## src/rtl/l2_request_queue_pkg.sv

```systemverilog
// Shared request types for the L2 request path: the packet carried from the
// core-side arbiter to the L2 pipeline front end.
package l2_request_queue_pkg;

    typedef enum logic [1:0] {
        REQ_READ     = 2'd0,
        REQ_WRITE    = 2'd1,
        REQ_PREFETCH = 2'd2,
        REQ_EVICT    = 2'd3
    } l2req_type_e;

    typedef struct packed {
        logic        valid;
        logic [1:0]  core_id;
        l2req_type_e req_type;
        logic [31:0] addr;
    } l2req_packet_t;

endpackage

```

## src/rtl/l2_request_queue.sv

```systemverilog
// In-order request queue between the L2 arbiter and the L2 pipeline front end.
// Ready depends only on registered state; the head is zeroed when empty.
module l2_request_queue
    import l2_request_queue_pkg::*;
#(
    parameter int DEPTH                 = 4,
    parameter int ALMOST_FULL_THRESHOLD = DEPTH - 1
) (
    input  logic                     clk,
    input  logic                     reset,
    input  l2req_packet_t            l2req_packet,
    output logic                     l2req_ready,
    output l2req_packet_t            l2q_packet,
    input  logic                     l2q_accept,
    output logic [$clog2(DEPTH):0]   occupancy,
    output logic                     almost_full
);

    localparam int PW = $clog2(DEPTH);
    localparam int CW = PW + 1;

    logic [PW-1:0] rd_ptr;
    logic [PW-1:0] wr_ptr;
    l2req_packet_t mem [DEPTH];
    logic          enq;
    logic          deq;

    // A full queue refuses input even when the head is accepted this cycle,
    // keeping l2q_accept off the ready path.
    assign l2req_ready = (occupancy != CW'(DEPTH));
    assign enq         = l2req_packet.valid && l2req_ready;
    assign deq         = l2q_accept && (occupancy != '0);
    assign almost_full = (occupancy >= CW'(ALMOST_FULL_THRESHOLD));
    assign l2q_packet  = (occupancy != '0) ? mem[rd_ptr] : '0;

    always_ff @(posedge clk or posedge reset) begin
        if (reset) begin
            rd_ptr    <= '0;
            wr_ptr    <= '0;
            occupancy <= '0;
        end else begin
            if (enq) wr_ptr <= wr_ptr + PW'(1);
            if (deq) rd_ptr <= rd_ptr + PW'(1);
            unique case ({enq, deq})
                2'b10:   occupancy <= occupancy + CW'(1);
                2'b01:   occupancy <= occupancy - CW'(1);
                default: occupancy <= occupancy;
            endcase
        end
    end

    // NOTE: storage is deliberately not reset; an empty queue masks the head
    // to zero, so stale entries are never observable and the array stays plain flops.
    always_ff @(posedge clk) begin
        if (enq) mem[wr_ptr] <= l2req_packet;
    end

endmodule

```

## config.mk

```make
export PLATFORM = sky130hd
export DESIGN_NAME = l2_request_queue
export DESIGN_NICKNAME = d
export VERILOG_FILES = /design/src/rtl/l2_request_queue_pkg.sv /design/src/rtl/l2_request_queue.sv
export SDC_FILE = /design/constraint.sdc
export NUM_CORES = 1
export LEC_CHECK = 0
export ABC_AREA = 1
export CAP_MARGIN = 10
export CORE_MARGIN = 2
export CORE_UTILIZATION = 50
export DETAILED_ROUTE_END_ITERATION = 16
export GPL_TIMING_DRIVEN = 0
export PLACE_DENSITY = 0.78
export SYNTH_ARGS = -nofsm -noshare
export SYNTH_HDL_FRONTEND = slang
export SYNTH_SLANG_ARGS = --single-unit
```

## constraint.sdc

```tcl
create_clock -name clk -period 2.5 [get_ports clk]
set_input_delay 0.375 -clock clk [delete_from_list [all_inputs] [get_ports clk]]
set_output_delay 0.375 -clock clk [all_outputs]
set_load 0.05 [all_outputs]
```

# --- Word level (Yosys, flattened, before mapping) ---
# Memory sizes are Yosys's and may differ from the RTL's.
# Cells that the tools add are included.
word_totals:
  reg_bits: 7
  ram_bits: 148
  elab_cells: 20
  memories: 1
mem_list:
  columns: ["memory", "words", "word_bits", "read_ports", "rd_clocked_by_memory_dff", "write_ports", "line_no", "source"]
  rows:
  - ["mem", 4, 37, 1, 0, 1, "l2_request_queue.sv:24", "l2req_packet_t mem [DEPTH];"]
op_classes:
  add_sub_neg: 4
  order_cmp: 1
  n_eq_ne: 3
  mux: 4
  reduce_logical: 4
ops:
  columns: ["cell", "count"]
  rows:
  - ["$mux 37", 1]
  - ["$pmux 3 s2", 1]
  - ["$add 2x1->2 const B", 2]
  - ["$add 3x1->3 const B", 1]
  - ["$ge 3x2->1 const B", 1]
  - ["$ne 3x3->1 const B", 1]
  - ["$reduce_bool 3->1", 1]
  - ["$sub 3x1->3 const B", 1]
  - ["$eq 2x1->1 const B", 1]
  - ["$eq 2x2->1 const B", 1]
  - ["$logic_and 1x1->1", 2]
  - ["$mux 1", 2]
  - ["$reduce_bool 2->1", 1]

# --- Longest topological paths before layout ---
# Gate-level depths: netlist (run 1).
depth:
  ltp_word: 4
  depth_mapped: 12

# --- Worst setup path after synthesis (run 1) ---
# Ideal clock, no wire load.
synth_timing:
  path_type: "register -> register"
  start: "register occupancy[0]"
  end: "memory mem[0][0] (netlist name), enable pin"
  t_arrival_ns: 3.202
  required_ns: 2.069
  slack_ns: -1.133
  path_stages_with_launch: 5
  n_path_buf: 0
  period_less_slack_ns: 3.633
  cell_sequence: "dfrtp_1 inv_1 nand3_1 nand2_1 nor2_1"
synth_between:
  elab_chain_cells: 4
synth_lines:
  columns: ["element", "line_no", "source"]
  rows:
  - ["start, declared", "l2_request_queue.sv:15", "output logic [$clog2(DEPTH):0] occupancy,"]
  - ["start signal, assigned", "l2_request_queue.sv:45", "2'b10: occupancy <= occupancy + CW'(1);"]
  - ["start signal, assigned", "l2_request_queue.sv:46", "2'b01: occupancy <= occupancy - CW'(1);"]
  - ["start signal, assigned", "l2_request_queue.sv:47", "default: occupancy <= occupancy;"]
  - ["$ne 3x3->1", "l2_request_queue.sv:30", "assign l2req_ready = (occupancy != CW'(DEPTH));"]
  - ["named net l2req_ready", "l2_request_queue.sv:12", "output logic l2req_ready,"]
  - ["$logic_and 1x1->1", "l2_request_queue.sv:31", "assign enq = l2req_packet.valid && l2req_ready;"]
  - ["$mux 1", "l2_request_queue.sv:55", "if (enq) mem[wr_ptr] <= l2req_packet;"]
  - ["$mux 1 (implied by the code)", "l2_request_queue.sv:55", null]
  - ["end, declared", "l2_request_queue.sv:24", null]
# The timed path passes the listed nets, and every way through them passes these cells.

==> metrics.csv, run 1 <==
metric,value,unit
Slew Limit Fails,0,
RSZ-0062 raised after global routing,yes,
WS Path Type,reg2out,
Final nets,792,
Int Power,6.65,mW
H-tree depth,4,
clock latency at the later pin of the worst-skew pair,420,ps
final WL,14300,um
slowest CP cell,clkdlybuf4s15_2,
CTS tree,yes,
Fillers,980,
grt total ovfl,0,
"FFs w/ async S/R, synth",4.52,%
Layout area overhead,25.8,%
Layout Cells excl Fill,935,
core footprint,0.0132,sq mm
clk_skew,9.63,ps
area of the multi-input gates,0.00137,sq mm
Synth Instances,642,
status,"complete, no violations",
CTS Buf Count,17,
total power,12.0,mW
RR Startpoint,occupancy[0],
IO Pins,82,
pin count of the biggest net entering global routing,38,
setup ws final,66.2,ps
worst min-delay path category,in2async,
Post-CTS Setup Inserts,0,
final hold vios,0,
Commonest cells post-synth,"inv_1, nand2_1, edfxtp_1, nand3_1, a21oi_1",
Avg Synthesized Cell Area,10.5,sq um
DP HPWL,8670,um
die width,120,um
cell taking the most area after synthesis,edfxtp_1,
syn nets,688,
global-route wire length before repair,23300,um
Initial Utilization,51.1,%
final instance area,0.00847,sq mm
DR DRC count,0,
Root Driver,clkbuf_16,
peak supply drop,0.000945,V
Max-cap violations,0,
die area,0.0144,sq mm
r2r endpoint,occupancy[2],
Cells after DPL,899,
crit end category,output pin,
Synth Cell Area,0.00674,sq mm
"EDFF count, synth",148,
R2R depth,10,
Worst path max stage delay,400,ps
Fmax,0.411,GHz
P_leak,3.72,nW
clk buf depth,2,
share of layout cells above drive strength 1,13.8,%
Power Dens Cells,1410,mW/mm^2
Vias,4597,
Slew HR,56.1,%
Worst R2R Setup Slack,420,ps
Antenna Violating Nets Remaining,0,
Net Switching,5.34,mW
hold buffer count at CTS,0,
Final setup viols,0,
storage element area,0.00462,sq mm
setup TNS,0,ps
Ys Warns,0,
Clk pwr share,21.0,%
Area contributors post-synth,"edfxtp_1, inv_1, nand2_1",
Die Y,120,um
DR pass1 iterations,5,
via/cell ratio,4.92,
clk sink count,155,
CP max FO,10,
Worst Tran Pin Value,656,ps
sequential share of the synthesized area,68.6,%
initial drt markers,409,
initial antenna violation count,0,
wire length per cell,15.3,um
main flop type after synthesis,edfxtp_1,
row count,42,
diodes inserted,0,
crit-path cells,buf_4 -> clkbuf_1 -> nand2_1 -> nand3_1 -> a21oi_1 -> clkdlybuf4s15_2,
Sw Share,44.5,%
CTS clock-pin slew for the worst setup and hold paths,60,ps
fin crit share,97.4,%
Tot GR Track Use,21.5,%
worst path required time,2120,ps
Placement Cell Area,0.00780,sq mm
Placement Setup Slack,-165,ps
Gate power share,49.2,%
register share of total power,29.8,%
Worst Setup Start Kind,flip-flop,
RePlAce Congestion,0.755,
post-synth cell types,17,
post-synth top area share,66.0,%
worst endpoint data arrival time,2060,ps
Final min period,2430,ps
Seq cells post-synth,155,
Port Buffer Count,81,
vias in the first global route,4874,
critical path: cells and delay by family, from the launching register on:
kind,cells,cell delay (ps)
buffers and inverters,3,820
flip-flops,1,360
AND/OR/NAND/NOR,2,260
AO/OA/AOI/OAI,1,190
worst max-delay path by stage:
stage | startpoint | slack [ps] | end | cells past startpoint
final | rd_ptr[0] | 70 | l2q_packet[18] | 6
after global routing | rd_ptr[0] | -6 | l2q_packet[20] | 7
after CTS | occupancy[0] | 0.5 | l2q_packet[11] | 6
after detailed placement | l2req_packet[36] | -160 | mem[0][19] | 3
after global placement | l2req_packet[36] | -120 | mem[0][19] | 3
after floorplan | occupancy[0] | 60 | occupancy[2] | 10
registers in the layout, summed over array words and instances, names as in the netlist:
name,count
wr_ptr,2
rd_ptr,2
mem,148
occupancy,3
power groups by stage:
stage	sequential, mW	combinational [mW]	clock [mW]
floorplan	3.67	4.00	0
global placement	3.61	5.90	0
detailed placement	3.63	6.01	0
CTS	3.58	5.90	2.53
global route	3.61	6.32	2.66
finish	3.57	5.90	2.52
metrics by stage:
step	utilization [%]	hold WS [ps]
floorplan	-	178
global placement	59.2	482
detailed placement	59.2	496
CTS	64.0	212
global route	64.2	222
finish	64.2	202
kinds of logic after synthesis:
kind of cell               count (synthesis)  share of synthesized area, %
xor gates and xnor gates                   2                         0.260
buffers and inverters                    192                          11.7
DFF                                      155                          68.6
and+or+nand+nor                          247                          15.3
adders and majority gates                  6                          1.23
AOI/OAI and AO/OA                         40                          2.97
metal layers:
metal,up-vias,global-route usage (%),part of all wire [%]
met2,162,37.1,52
met1,2179,25.4,40
li1,2238,-,-
met5,-,0,0
met3,18,5.13,6.2
met4,0,9.85,1.6
layout by cell type (no fill, tap or decap), drive strengths merged:
master | netlist | final
inv | 165 | 165
nand2 | 162 | 162
edfxtp | 148 | 148
nand3 | 80 | 80
clkdlybuf4s50 | 0 | 44
a21oi | 37 | 37
buf | 21 | 31
clkbuf | 6 | 30
clkdlybuf4s15 | 0 | 23
dfrtp | 7 | 7
ha | 5 | 5
clkinvlp | 0 | 5
clkinv | 0 | 5
nor2 | 4 | 4
o21ai | 3 | 3
bufinv | 0 | 3
clkdlybuf4s18 | 0 | 3
xnor2 | 2 | 2
nand4 | 1 | 1
fa | 1 | 1
final cells by class:
cell class	count	area share (%)
buffer	27	2.16
clock buffer	19	5.11
clock inverter	13	1.79
inverter	165	7.34
multi-input combinational	295	16.2
sequential	155	54.5
tap	176	2.60
timing repair buffer	85	10.3
repair_timing:
action,4_1_cts,5_1_grt
gates resized for setup,109,32
pin swaps,0,0
setup endpoints to repair,37,31
Note: power is estimated with default switching activity, not from simulation.
==> run 2, diff against run 1 <==
Settings changed: ABC_CLOCK_PERIOD_IN_PS set to 2600, CORE_UTILIZATION 50 to 56, PLACE_DENSITY 0.78 to 0.82.
Clock period 2.5 ns to 2.6 ns, I/O delays scaled along.
==> metrics.csv, run 2 (synthesis results as in run 1) <==
metric,value,unit
fin crit share,96.5,%
worst path required time,2210,ps
CTS Buf Count,17,
final instance area,0.00829,sq mm
Tot GR Track Use,23.2,%
row count,40,
Placement Cell Area,0.00777,sq mm
clk buf depth,2,
r2r endpoint,mem[1][21],
biggest regs,"mem x148, occupancy x3",
clock latency at the later pin of the worst-skew pair,420,ps
worst path bufs/invs,3,
initial drt markers,339,
Fmax,0.398,GHz
worst endpoint data arrival time,2120,ps
Reg with most FFs,mem,
Layout area overhead,23.0,%
DR DRC count,0,
core footprint,0.0119,sq mm
clk_skew,9.27,ps
DP HPWL,8720,um
status,"complete, no violations",
vias in the first global route,4798,
Antenna Violating Nets Remaining,0,
Vias,4650,
RSZ-0062 raised after global routing,no,
clk sink count,155,
DR pass1 iterations,6,
Worst R2R Setup Slack,380,ps
share of layout cells above drive strength 1,12.6,%
crit-path cells,buf_4 -> clkbuf_1 -> nand2_1 -> nand3_1 -> a21oi_1 -> clkdlybuf4s15_1,
slowest CP cell,clkdlybuf4s15_1,
Max-cap violations,0,
pin count of the biggest net entering global routing,38,
H-tree depth,4,
CTS clock-pin slew for the worst setup and hold paths,60,ps
CP max FO,10,
crit end category,output pin,
WS Path Type,reg2out,
RePlAce Congestion,0.772,
top cell family by delay on the critical path,buffers and inverters,
Slew Limit Fails,0,
die width,114,um
worst min-delay path category,in2async,
final WL,14500,um
Port Buffer Count,81,
R2R depth,4,
Worst path max stage delay,520,ps
RR Startpoint,occupancy[1],
Crit path depth,6,
Post-CTS Setup Inserts,0,
initial antenna violation count,0,
die area,0.0129,sq mm
"commonest non-fill, non-tap cells in the layout","inv_1, nand2_1, edfxtp_1",
via/cell ratio,5.15,
Worst Setup Start Kind,flip-flop,
grt total ovfl,0,
Final min period,2510,ps
Slew HR,19.1,%
wire length per cell,16.1,um
Final nets,789,
IO Pins,82,
diodes inserted,0,
Largest register FFs,148,
Worst Tran Pin Value,1210,ps
Die Y,114,um
global-route wire length before repair,22200,um
CTS tree,yes,
"leading cell type in the layout, fill and taps excluded",inv_1,
final hold vios,0,
Initial Utilization,56.8,%
Final setup viols,0,
Root Driver,clkbuf_16,
hold buffer count at CTS,0,
## run 2: cell types whose count changed in the layout (fill, tap and decap cells not counted), moves of 4 or more
cell,before,now
clkdlybuf4s15_2,23,9
buf_2,14,9
clkbuf_1,4,8
clkinvlp_4,5,1
clkbuf_2,8,25
## run 2: cell type report
| type | instances | area, sq um |
|---|---|---|
| sequential | 155 | 4620 |
| fill | 801 | 3570 |
| multi-input combinational | 295 | 1370 |
| timing repair buffer | 82 | 724 |
| inverter | 165 | 622 |
| clock buffer | 23 | 468 |
| tap | 147 | 184 |
| buffer | 27 | 175 |
| clock inverter | 9 | 123 |
## run 2: metrics by stage
stage | util (%) | std cells | setup slack (ps) | hold slack, ps | setup TNS, ps
5_1_grt | 69.9 | 903 | 3.38 | 248 | 0
2_1_floorplan | - | 642 | 160 | 193 | 0
3_5_place_dp | 65.5 | 870 | -53.5 | 507 | -2850
6_report | 69.9 | 903 | 90.6 | 211 | 0
3_3_place_gp | 65.5 | 870 | 4.94 | 483 | 0
4_1_cts | 70.4 | 902 | -5.34 | 215 | -8.30
## run 2: worst reg2reg max path, delay by kind of cell, from the launching register on
family | cells | cell delay, ps
flip-flops | 1 | 410
AND/OR/NAND/NOR | 3 | 1260
buffers and inverters | 1 | 130
## run 2: worst max-delay path by stage
stage | endpoint | startpoint | slack [ps]
after detailed placement | mem[0][21] | l2req_packet[36] | -50
after global routing | l2q_packet[15] | rd_ptr[0] | 3
after global placement | mem[1][21] | l2req_packet[36] | 5
final | l2q_packet[6] | rd_ptr[0] | 90
after floorplan | occupancy[2] | occupancy[0] | 160
after CTS | l2q_packet[29] | occupancy[0] | -5
## run 2: routing by layer
layer	share of wire, %	track usage (%)
met3	6.2	6.70
met1	40	25.3
met4	1.6	10.7
met2	52	41.6
met5	0	0
## run 2: what timing repair did
item	in CTS	in global routing
gates resized for setup	61	53
setup endpoints to repair	37	32
pin swaps	0	0
Power of run 2 is left out: the tool's default activity adds up to more than one toggle a clock period on the data nets, which glitch-free logic cannot reach.
==> run 3, diff against run 2 <==
Settings changed: CELL_PAD_IN_SITES_DETAIL_PLACEMENT set to 0, CELL_PAD_IN_SITES_GLOBAL_PLACEMENT set to 2, CORE_UTILIZATION 56 to 36, PLACE_DENSITY 0.82 to 0.81.
==> metrics.csv, run 3 (synthesis results as in run 1) <==
metric,value,unit
CP max FO,10,
"commonest non-fill, non-tap cells in the layout","inv_1, nand2_1, edfxtp_1",
DR pass1 iterations,4,
worst path required time,2210,ps
Worst Setup Start Kind,flip-flop,
Cells after DPL,961,
global-route wire length before repair,23600,um
Tot GR Track Use,15.9,%
Die Y,141,um
biggest regs,"mem x148, occupancy x3",
final WL,15300,um
Worst Tran Pin Value,684,ps
Net Switching,5.08,mW
RePlAce Congestion,0.726,
RSZ-0062 raised after global routing,no,
r2r endpoint,occupancy[2],
hold buffer count at CTS,0,
CTS clock-pin slew for the worst setup and hold paths,60,ps
register share of total power,31.1,%
Worst R2R Setup Slack,570,ps
Max-cap violations,0,
Sw Share,46.1,%
Clk pwr share,18.5,%
Slew HR,54.3,%
die width,141,um
IO Pins,82,
via/cell ratio,4.51,
worst setup path startpoint,rd_ptr[0],
Reg with most FFs,mem,
DP HPWL,9750,um
wire length per cell,15.4,um
worst endpoint data arrival time,2110,ps
grt total ovfl,0,
diodes inserted,0,
crit end category,output pin,
initial drt markers,273,
Vias,4464,
area of the multi-input gates,0.00137,sq mm
clk buf depth,2,
DR DRC count,0,
Port Buffer Count,81,
clk_skew,6.87,ps
row count,50,
storage element area,0.00462,sq mm
worst min-delay path category,in2async,
critical path endpoint,l2q_packet[36],
Antenna Violating Nets Remaining,0,
Post-CTS Setup Inserts,0,
CTS tree,yes,
vias in the first global route,4455,
Gate power share,50.5,%
Final nets,792,
Largest register FFs,148,
CTS Buf Count,17,
fin crit share,96.3,%
RR Startpoint,occupancy[0],
pin count of the biggest net entering global routing,26,
Final setup viols,0,
die area,0.0198,sq mm
Slew Limit Fails,0,
Fmax,0.399,GHz
Root Driver,clkbuf_16,
clk sink count,155,
H-tree depth,4,
Int Power,5.95,mW
initial antenna violation count,0,
WS Path Type,reg2out,
Layout area overhead,23.9,%
final hold vios,0,
share of layout cells above drive strength 1,11.9,%
status,"complete, no violations",
Final min period,2500,ps
R2R depth,10,
final core utilization,45.1,%
"leading cell type in the layout, fill and taps excluded",inv_1,
Initial Utilization,36.4,%
P_leak,3.67,nW
Power Dens Cells,1320,mW/mm^2
Hold WS,236,ps
peak supply drop,0.000953,V
core footprint,0.0185,sq mm
Fillers,1716,
Layout Cells excl Fill,989,
clock latency at the later pin of the worst-skew pair,410,ps
## run 3: timing repair
item	in CTS	in global routing
pin swaps	0	0
endpoints found under the setup margin	37	23
resized for setup	73	41
## run 3: per-stage QoR
stage	TNS (ps)	power (mW)	setup slack [ps]	cell area, sq um
after floorplan	0	7.38	160	6770
after CTS	-109	11.3	-106	8430
after detailed placement	0	9.45	56.3	7960
after global routing	0	11.7	1.95	8350
after global placement	-16370	9.31	-128	7880
final	0	11.0	95.3	8350
## run 3: worst max-delay path, cell delays in order (launching register included)
cell and delay (ps):
dfrtp_1 350, buf_4 150, buf_6 140, buf_4 190, nand2_1 80, nand3_1 70, a21oi_1 190, clkdlybuf4s15_1 530
## run 3: layer usage
| metal | vias up | wire (um) | GRT usage, % |
|---|---|---|---|
| met2 | 129 | 7600 | 27.3 |
| li1 | 2235 | - | - |
| met4 | 0 | 85 | 3.47 |
| met3 | 4 | 1050 | 4.55 |
| met5 | - | 0 | 0 |
| met1 | 2096 | 6550 | 20.1 |
## run 3: power by group through the flow
| stage | clock network (mW) | registers, mW | logic [mW] |
|---|---|---|---|
| 3_5_place_dp | 0 | 3.48 | 5.97 |
| 5_1_grt | 2.20 | 3.46 | 5.99 |
| 6_report | 2.04 | 3.43 | 5.56 |
| 2_1_floorplan | 0 | 3.53 | 3.85 |
| 3_3_place_gp | 0 | 3.48 | 5.83 |
| 4_1_cts | 2.09 | 3.43 | 5.74 |
## run 3: final cells by class
type	count	area share [%]
Sequential cell	155	55.3
Buffer	27	2.14
Tap cell	234	3.51
Multi-Input combinational cell	295	16.4
Inverter	165	7.45
Clock buffer	21	5.28
Timing Repair Buffer	85	9.53
Clock inverter	7	0.360
## run 3: worst min-delay path by stage
stage	startpoint	to	slack, ps	cells after the start
floorplan	reset	occupancy[0]	190	1
detailed placement	occupancy[0]	occupancy[0]	490	1
global placement	occupancy[0]	occupancy[0]	480	1
finish	reset	wr_ptr[1]	240	2
CTS	reset	occupancy[0]	220	2
global route	reset	wr_ptr[1]	240	2
==> edit 1: new RTL, flow settings as in run 3 <==
Set the parameter `DEPTH` to 2 (it was 4).
--- a/src/rtl/l2_request_queue.sv
+++ b/src/rtl/l2_request_queue.sv
@@ -4,5 +4,5 @@
     import l2_request_queue_pkg::*;
 #(
-    parameter int DEPTH                 = 4,
+    parameter int DEPTH                 = 2,
     parameter int ALMOST_FULL_THRESHOLD = DEPTH - 1
 ) (
Interface: changed (resized occupancy); port bits go from 82 to 81. The function was not compared with the original's and may differ.
==> edit 1 against run 3 <==
Cell area decreased by 51%. Utilization increased by 4.6 points. Sequential cell count decreased by 77. Synthesized area decreased by 54%. Wire length decreased by 61%. Final cell count decreased by 56%. First-iteration DRC count decreased by 71%. Worst setup slack improved by 0.070 ns. Critical path depth unchanged. Critical path type unchanged. Critical endpoint is now l2q_packet[10].
Power is not shown: default switching activity piles up to over one toggle a cycle in this logic, so the estimate is an artifact.
==> edit 1: results (changes against run 3) <==
[run_status]
status = finished, final reports clean

[placed_design]
gp_congestion = 0.751  ; +3.5%
port_buffers = 80  ; -1.2%

[sta]
holdWs_ns = 0.235  ; -0.00166 ns
skew_ns = 0.00875  ; +0.00188 ns
slew_headroom_pct = 26.8  ; -27 points

[setup_path]
crit_slowest_cell = dfrtp_1
crit_arrival_ns = 2.04  ; -0.07 ns
reg2reg_to = mem[1][23]
worstRegToRegCells = 5  ; -5
ff2ff_setup_slack_ns = 0.44  ; -0.13 ns

[detailed_routing]
dr.first_iter.drc_count = 79  ; -71%
wl_met3_um = 282  ; -73%
met1_length_um = 2520  ; -62%
viasPerCell = 4.48  ; -0.74%
wl_um = 5990  ; -61%
wl_met2_um = 3070  ; -60%

[logic_synthesis]
ys_async_sr_fraction_pct = 5.13  ; +0.61 points
synth_edf_count = 74  ; -50%
yosys-top-cells-count = edfxtp_1, nor2_1, o21ai_0, nor2_2, inv_1
ys_seq_area_share_pct = 75.0  ; +6.4 points

[cts]
clock_insertion_delay_worst_skew_ns = 0.33  ; -0.08 ns

[final_layout]
reg_top3 = mem x74, occupancy x2
largest_register_ffs = 74  ; -50%
layout.nets = 367  ; -54%
drive_gt1_share_pct = 23.2  ; +11 points

[global_route]
grt_first_pass_wirelength_um = 9650  ; -59%
track_usage_pct = 13.4  ; -2.5 points

[edit 1: timing repair]
item,4_1_cts,5_1_grt
pin swaps,0,0
gates resized for setup,95,56
hold endpoints to repair,0,0
endpoints found under the setup margin,37,30
[edit 1: layer usage]
metal | global-route usage, % | up-vias
li1 | - | 981
met1 | 15.8 | 901
met2 | 23.0 | 51
met3 | 2.67 | 7
met4 | 7.26 | 0
met5 | 0 | -
[edit 1: logic make-up (layout without fill, tap and decap cells)]
group           after synthesis  in the layout  synth area share [%]
flops                        78             78                  75.0
compound gates               38             38                  6.14
simple gates                 87             87                  12.2
buf+inv                      24            120                  4.85
fa+ha+maj                     4              4                  1.62
xor+xnor                      1              1                 0.283
[edit 1: cell type report]
class,instances,area [um2]
timing repair buffer,80,654
sequential,78,2320
buffer,11,98.8
inverter,13,55.1
clock inverter,3,67.6
clock buffer,13,159
fill,790,4180
tap,105,131
multi-input combinational,130,633
[edit 1: metrics by stage]
| stage | instance area (um2) | instances | setup slack (ns) |
|---|---|---|---|
| after CTS | 4290 | 433 | 0.00368 |
| after global routing | 4120 | 433 | 0.00487 |
| after detailed placement | 4040 | 417 | -0.119 |
| after global placement | 4040 | 417 | -0.115 |
| after floorplan | 3110 | 232 | 0.0517 |
| final | 4120 | 433 | 0.165 |
[edit 1: how the worst max path moves through the flow]
stage	to	slack (ns)	depth (start not counted)	from
after floorplan	mem[1][0]	0.05	5	occupancy[0]
after global placement	l2q_packet[34]	-0.11	7	occupancy[0]
after detailed placement	l2q_packet[31]	-0.12	7	occupancy[0]
after CTS	l2q_packet[19]	0.004	7	occupancy[0]
after global routing	l2q_packet[8]	0.005	7	occupancy[0]
final	l2q_packet[10]	0.17	7	occupancy[0]
[edit 1: critical path: cells and delay by family, from the launching register on]
kind | cells | cell delay (ns)
compound gates | 1 | 0.11
fa+ha+maj | 1 | 0.23
buf+inv | 4 | 0.86
flops | 1 | 0.40
simple gates | 1 | 0.11
==> edit 2: new RTL, flow settings as in run 3 <==
Without the edit above. Reset style: synchronous (`reset`), changed in one clocked block.
--- a/src/rtl/l2_request_queue.sv
+++ b/src/rtl/l2_request_queue.sv
@@ -34,5 +34,5 @@
     assign l2q_packet  = (occupancy != '0) ? mem[rd_ptr] : '0;
 
-    always_ff @(posedge clk or posedge reset) begin
+    always_ff @(posedge clk) begin
         if (reset) begin
             rd_ptr    <= '0;
Check against the original RTL: differs if reset is asserted again (counterexample within 4 cycles, from zero or initial values and one cycle with reset high); with reset held inactive, the same outputs for 10 cycles.
==> edit 2 against run 3 <==
Critical path depth is 2 lower. Wire length is 7.3% lower. Maximum frequency rose by 2.9%. Non-clock buffer count shrank 1. First-iteration DRC count rose by 7.3%. Sequential cell count rose by 2. Synthesized area is 7.8% lower. Worst setup slack better by 0.070 ns. Clock power grew 23%. Cell area is 5.5% lower. Total power decreased by 16%. Largest cell class unchanged.
==> edit 2: results (changes against run 3) <==
[setup_path]
worstRegToRegCells = 12  ; +2
rr_startpoint = occupancy[0]
crit_slowest_cell = dlygate4sd2_1

[detailed_routing]
dr.first_iter.drc_count = 293  ; +7.3%
wl_um = 14200  ; -7.3%
first_pass_iters = 5  ; +1
viasPerCell = 4.70  ; +4.1%

[final_layout]
n_clock_buffer = 22  ; +4.8%
multi_input_area_share_pct = 17.5  ; +1.1 points
nonClkBufAreaFrac_pct = 11.7  ; +0.014 points
nMultiInputCombCells = 303  ; +2.7%
drive_gt1_share_pct = 15.9  ; +4.0 points
utilization_pct = 46.2  ; +1.2 points
sh_seq_area_pct = 58.6  ; +3.3 points
nNonClkBuffers = 111  ; -0.89%
clk_share_pct = 7.68  ; +2.0 points
fillers = 1552  ; -9.6%
layout.non_clock_inverters = 19  ; -88%

[sta]
skew_ns = 0.00740  ; +0.000539 ns
worstMarginPinSlew_ns = 0.660  ; -0.0242 ns

[logic_synthesis]
synth_xor_area_share_pct = 0  ; -0.26 points
yosys-top-cells-count = nor2_1, edfxtp_1, a21oi_1, o21ai_1, o21ai_0
synth_cell_types = 18  ; +1
syn_inst = 505  ; -21%
synth.area.top_cells = edfxtp_1, nor2_1, a21oi_1
synth_mux_area_share_pct = 0  ; unchanged
syn_nets = 551  ; -20%
synth-compound-area-share_pct = 9.59  ; +6.6 points

[cts]
cts_resized = 49  ; -33%
cts_made_buffers = 17  ; unchanged
cts_sinks = 157  ; +1.3%

[global_route]
grt_pass1_vias = 4181  ; -6.2%
grt_first_pass_wirelength_um = 22200  ; -5.8%
track_usage_pct = 16.5  ; +0.64 points
grt_max_degree = 25  ; -3.8%

[placed_design]
dpl.hpwl_um = 8780  ; -9.9%
place_area_um2 = 7420  ; -6.8%
placed_cells = 815  ; -15%
gp_congestion = 0.751  ; +3.5%
post-place-ws_ns = -0.00539  ; -0.0617 ns

[power]
vdd_drop_max_mv = 0.875  ; -8.2%

[hold_path]
hold_class = flop to flop

[run_status]
status = finished, final reports clean

-- edit 2: power breakdown --
part           leakage [nW]  internal (mW)  total, mW  switching, mW
clock network         0.279           1.56       2.50          0.941
logic                  1.10          0.915       3.74           2.82
registers              1.43           3.01       3.08         0.0676
total                  2.81           5.48       9.31           3.83
-- edit 2: cells by family (layout without fill, tap and decap cells) --
family / after synthesis / count (layout)
and+or+nand+nor: 178 / 178
buffers and inverters: 45 / 162
AOI/OAI and AO/OA: 119 / 119
DFF: 157 / 157
adders and majority gates: 6 / 6
-- edit 2: path summary, 6_finish.rpt --
kind                         to  slack [ns]
setup / recovery  l2q_packet[5]        0.17
hold reg to reg       wr_ptr[1]        0.51
setup reg to reg   occupancy[2]        0.44
hold / removal        wr_ptr[1]        0.51
-- edit 2: metal layers --
metal  share of wire [%]  track usage, %  vias to the layer above
li1                    -               -                     1976
met1                  44            20.8                     1886
met2                  50            28.1                      107
met3                 4.9            3.89                       12
met4                 1.0            5.96                        0
met5                   0               0                        -
